### src/rtl/fetch_stage.sv
// MIPS instruction-fetch stage: PC register, next-PC selection and the IF/ID pipeline register.
// Optional macro FETCH_PERF_CNT_EN adds the FetchCount/StallCount performance counters.
module fetch_stage #(
    parameter logic [31:0] RESET_PC   = 32'h0000_0000,
    parameter bit          DELAY_SLOT = 1'b0,
    parameter logic [31:0] NOP_WORD   = 32'h0000_0000
) (
    input  logic        Clk,
    input  logic        Reset,
    output logic [31:0] InstrAddress,
    input  logic [31:0] Instruction,
    input  logic        Stall,
    input  logic        Flush,
    input  logic        BranchTaken,
    input  logic [15:0] BranchOffset,
    input  logic        Jump,
    input  logic [25:0] JumpIndex,
    input  logic        JumpReg,
    input  logic [31:0] JumpRegAddr,
    output logic [31:0] IFID_Instruction,
    output logic [31:0] IFID_PCPlus4,
    output logic        IFID_Valid,
`ifdef FETCH_PERF_CNT_EN
    output logic [31:0] FetchCount,
    output logic [31:0] StallCount,
`endif
    output logic        AlignErr
);

    logic [31:0] pc_q, pc_d;
    logic [31:0] ifid_instr_q, ifid_instr_d;
    logic [31:0] ifid_pcplus4_q, ifid_pcplus4_d;
    logic        ifid_valid_q, ifid_valid_d;
    logic        align_err_q, align_err_d;

    logic [31:0] pc_plus4;
    logic [31:0] branch_target;
    logic [31:0] jump_target;
    logic [31:0] jr_target;
    logic [31:0] redirect_target;
    logic        redirect;
    logic        load_valid;

    assign pc_plus4      = pc_q + 32'd4;
    assign branch_target = ifid_pcplus4_q + {{14{BranchOffset[15]}}, BranchOffset, 2'b00};
    assign jump_target   = {ifid_pcplus4_q[31:28], JumpIndex, 2'b00};
    assign jr_target     = {JumpRegAddr[31:2], 2'b00};
    assign redirect      = JumpReg | Jump | BranchTaken;

    always_comb begin
        redirect_target = branch_target;
        if (JumpReg) begin
            redirect_target = jr_target;
        end else if (Jump) begin
            redirect_target = jump_target;
        end
    end

    always_comb begin
        pc_d           = pc_q;
        ifid_instr_d   = ifid_instr_q;
        ifid_pcplus4_d = ifid_pcplus4_q;
        ifid_valid_d   = ifid_valid_q;
        load_valid     = 1'b0;
        align_err_d    = JumpReg & (JumpRegAddr[1:0] != 2'b00);

        if (redirect) begin
            pc_d = redirect_target;
            // Redirect overrides Stall; the redirect-cycle fetch survives only as a delay slot.
            if (DELAY_SLOT && !Flush) begin
                load_valid = 1'b1;
            end else begin
                ifid_instr_d = NOP_WORD;
                ifid_valid_d = 1'b0;
            end
        end else if (Stall) begin
            if (Flush) begin
                ifid_instr_d = NOP_WORD;
                ifid_valid_d = 1'b0;
            end
        end else begin
            pc_d = pc_plus4;
            if (Flush) begin
                ifid_instr_d = NOP_WORD;
                ifid_valid_d = 1'b0;
            end else begin
                load_valid = 1'b1;
            end
        end

        if (load_valid) begin
            ifid_instr_d   = Instruction;
            ifid_pcplus4_d = pc_plus4;
            ifid_valid_d   = 1'b1;
        end
    end

    always_ff @(posedge Clk or posedge Reset) begin
        if (Reset) begin
            pc_q           <= RESET_PC;
            ifid_instr_q   <= NOP_WORD;
            ifid_pcplus4_q <= 32'h0000_0000;
            ifid_valid_q   <= 1'b0;
            align_err_q    <= 1'b0;
        end else begin
            pc_q           <= pc_d;
            ifid_instr_q   <= ifid_instr_d;
            ifid_pcplus4_q <= ifid_pcplus4_d;
            ifid_valid_q   <= ifid_valid_d;
            align_err_q    <= align_err_d;
        end
    end

`ifdef FETCH_PERF_CNT_EN
    logic [31:0] fetch_count_q;
    logic [31:0] stall_count_q;

    always_ff @(posedge Clk or posedge Reset) begin
        if (Reset) begin
            fetch_count_q <= 32'h0000_0000;
            stall_count_q <= 32'h0000_0000;
        end else begin
            if (load_valid) begin
                fetch_count_q <= fetch_count_q + 32'd1;
            end
            if (Stall && !redirect) begin
                stall_count_q <= stall_count_q + 32'd1;
            end
        end
    end

    assign FetchCount = fetch_count_q;
    assign StallCount = stall_count_q;
`endif

    assign InstrAddress     = pc_q;
    assign IFID_Instruction = ifid_instr_q;
    assign IFID_PCPlus4     = ifid_pcplus4_q;
    assign IFID_Valid       = ifid_valid_q;
    assign AlignErr         = align_err_q;

endmodule

### config.mk
export PLATFORM = sky130hd
export DESIGN_NAME = fetch_stage
export DESIGN_NICKNAME = d
export VERILOG_FILES = /design/src/rtl/fetch_stage.sv
export SDC_FILE = /design/constraint.sdc
export NUM_CORES = 1
export LEC_CHECK = 0
export BUFFER_PORTS_ARGS = -buffer_cell sky130_fd_sc_hd__buf_4
export CELL_PAD_IN_SITES_DETAIL_PLACEMENT = 0
export CELL_PAD_IN_SITES_GLOBAL_PLACEMENT = 1
export CORE_UTILIZATION = 38
export CTS_CLUSTER_DIAMETER = 30
export DETAILED_ROUTE_END_ITERATION = 6
export GPL_TIMING_DRIVEN = 0
export PLACE_DENSITY = 0.92
export SLEW_MARGIN = 20
export SYNTH_ARGS = -nofsm -noshare
export SYNTH_HDL_FRONTEND = slang
export SYNTH_SLANG_ARGS = --single-unit
### constraint.sdc
create_clock -name Clk -period 3.5 [get_ports Clk]
set_input_delay 0.35 -clock Clk [delete_from_list [all_inputs] [get_ports Clk]]
set_output_delay 0.35 -clock Clk [all_outputs]
set_load 0.005 [all_outputs]
==> reports/metrics.yaml <==
outcome:
  status: "finished, violations left"
  violations: "negative hold slack"
yosys:
  syn_area_sq_um: 6480
  synth_fp_nets: 881
  synth_cell_types: 62
  yosys_register_bits: 98
  synth_ff_type: "dfrtp_1"
  avgSynthCellArea_sq_um: 8.79
  syn_inst: 737
  synth-async-reset-ratio_pct: 100
  ys_warn_count: 0
  synth_edf_count: 0
  seq_area_frac_synth_pct: 37.9
routing:
  vias: 6698
  first_iter_violations: 518
  vias_per_cell: 5.66
  totalWireLength_um: 22800
  drtAntennaViolNets: 0
  route.detailed.drc: 0
  wl_per_cell_um: 19.3
  drt_pre_antenna_iters: 5
timing:
  finalCritPeriodShare_pct: 87.8
  finClkSkew_ns: 0.0115
  fmax_mhz: 325
  finalSetupViolCount: 0
  hold_ws_ns: -0.00226
  hold_viol: 6
  tightestPinTransition_ns: 0.939
  rsz0062_at_grt: "no"
  maxSlewViolCount: 0
  fin_setup_tns_ns: 0
  layout_min_cycle_time_ns: 3.07
  max_slew_margin_pct: 37.2
setup_path:
  end_kind: "flip-flop"
  arrival_ns: 3.31
  slowest_delay_ns: 0.82
  critPathMaxFanout: 10
  crit_chain: "ha_1, nand3_1, nor4_2, nand3_2, nor3_1, xnor2_1, a221oi_1, nand3_1"
  cp-start-kind: "flip-flop"
  cpMostUsedCell: "nand3_1"
  cp_data_required_time_ns: 3.74
  slowest_stage: "nor4_2"
  path_class: "flip-flop to flip-flop"
cts:
  htree_levels: 3
  clock-sinks: 98
  clk_latency_ns: 0.36
  clk_root_buffer_cell: "clkbuf_16"
  numCtsBuffers: 9
  postCtsHoldBufs: 0
  clk_pin_slew_ns: 0.08
  cts_resized: 0
  postCtsSetupBuffers: 0
  clock_path_buffers: 2
  cts_tree: "yes"
global_route:
  grt_pass1_vias: 6499
  grt_pass1_wl_um: 35600
  grtUsageTotal_pct: 26.3
  grt_overflow: 0
  grt_max_degree: 54
  antenna_found_initial: 0
layout:
  mostFrequentLayoutCells: "buf_4, dfrtp_1, nor2_1"
  fin_nets: 1102
  final_util_pct: 52.0
  final_common_cell: "buf_4"
  drive_above_1_share_pct: 25.8
  syn_to_final_growth_pct: 33.5
  antenna_cells: 0
pwr:
  powerDensity_nw_per_um2: 486
  leakagePower_uw: 0.00396
  max-vdd-ir-drop_mv: 0.263
placed_design:
  gp_congestion: 0.908
  numPortBuffers: 209
  dp_hpwl_um: 17400
hold_path:
  min_path_type: "input port to asynchronous set/reset pin"
run:
  drv_cap: 0
floorplanning:
  core-area_sq_um: 16600
  initial_core_util_pct: 38.9
  die_y_um: 133
  ios: 211
  fp-row-count: 47
  die_area_sq_um: 17600
  chipWidth_um: 133
-- sequential cells by signal (all words and copies together) (netlist names) --
register / cells
InstrAddress: 32
IFID_Valid: 1
IFID_Instruction: 32
IFID_PCPlus4: 32
AlignErr: 1
-- power by group --
group | total [uW] | switching [uW] | internal (uW)
Combinational | 1690 | 904 | 791
Sequential | 1480 | 197 | 1280
Clock | 1030 | 523 | 505
-- synthesized netlist by cell type (5+ instances only) --
| cell | count | area share [%] |
|---|---|---|
| o22ai_1 | 14 | 1.4 |
| dfrtp_1 | 98 | 38 |
| mux2i_1 | 5 | 0.77 |
| ha_1 | 30 | 5.8 |
| inv_1 | 18 | 1.0 |
| a31oi_1 | 7 | 0.68 |
| and3_1 | 7 | 0.68 |
| nor3_1 | 23 | 1.8 |
| xnor2_1 | 37 | 5.0 |
| a22o_1 | 33 | 4.5 |
| a21oi_1 | 76 | 5.9 |
| o211ai_1 | 5 | 0.58 |
| nand4_1 | 11 | 1.1 |
| nand3_1 | 28 | 2.2 |
| a211oi_1 | 8 | 0.93 |
| clkbuf_1 | 30 | 1.7 |
| nor4_1 | 6 | 0.58 |
| nand2_1 | 51 | 3.0 |
| a21o_1 | 17 | 2.0 |
| a22oi_1 | 5 | 0.58 |
| xor2_1 | 33 | 4.5 |
| o21ai_0 | 21 | 1.6 |
| a221oi_1 | 7 | 0.95 |
| nor2_1 | 84 | 4.9 |
-- cells by family after synthesis --
| logic type | share of synthesized area, % |
|---|---|
| AO/OA/AOI/OAI | 23.8 |
| adder cells (fa/ha/maj) | 6.10 |
| AND/OR/NAND/NOR | 17.9 |
| buffers and inverters | 3.55 |
| XOR/XNOR | 9.46 |
| flip-flops | 37.9 |
| multiplexers | 1.29 |
-- worst paths after layout --
kind / start / end / slack (ns) / depth (start not counted)
worst max-delay path: InstrAddress[2] / InstrAddress[28] / 0.43 / 8
worst min-delay path: Reset / IFID_Instruction[5] / -0.002 / 2
worst max register to register: InstrAddress[2] / InstrAddress[28] / 0.43 / 8
worst min register to register: IFID_Instruction[15] / IFID_Instruction[15] / 0.51 / 1
max in group asynchronous: Reset / InstrAddress[19] / 2.87 / 3
min in group Clk: Flush / IFID_Valid / 0.16 / 2
-- critical path: cells and delay by family (launching register included) --
kind | cells | cell delay [ns]
AOI/OAI and AO/OA | 1 | 0.28
xor gates and xnor gates | 1 | 0.09
adders and majority gates | 1 | 0.24
DFF | 1 | 0.46
and+or+nand+nor | 5 | 1.87
-- metal layers --
metal / up-vias / track usage [%] / wire length (um)
li1: 3155 / - / -
met1: 3225 / 35.4 / 9960
met2: 293 / 43.8 / 10900
met3: 25 / 3.26 / 1530
met4: 0 / 8.17 / 430
met5: - / 0 / 0
-- stage by stage --
stage / std cells / power, uW / area [sq um] / setup slack [ns]
2_1_floorplan: 737 / 2500 / 6480 / 0.588
3_3_place_gp: 1166 / 3140 / 8320 / -0.787
3_5_place_dp: 1167 / 3170 / 8360 / 0.457
4_1_cts: 1183 / 4200 / 8650 / 0.465
5_1_grt: 1183 / 4460 / 8650 / 0.201
6_report: 1183 / 4200 / 8650 / 0.427
-- final cells by class --
cell class | count | area [sq um]
clock buffer | 9 | 225
sequential | 98 | 2450
buffer | 40 | 163
clock inverter | 7 | 67.6
fill | 1610 | 7990
tap | 220 | 275
multi-input combinational | 581 | 3800
timing repair buffer | 210 | 1600
inverter | 18 | 72.6
No activity file was read; power rests on OpenSTA's default activity.
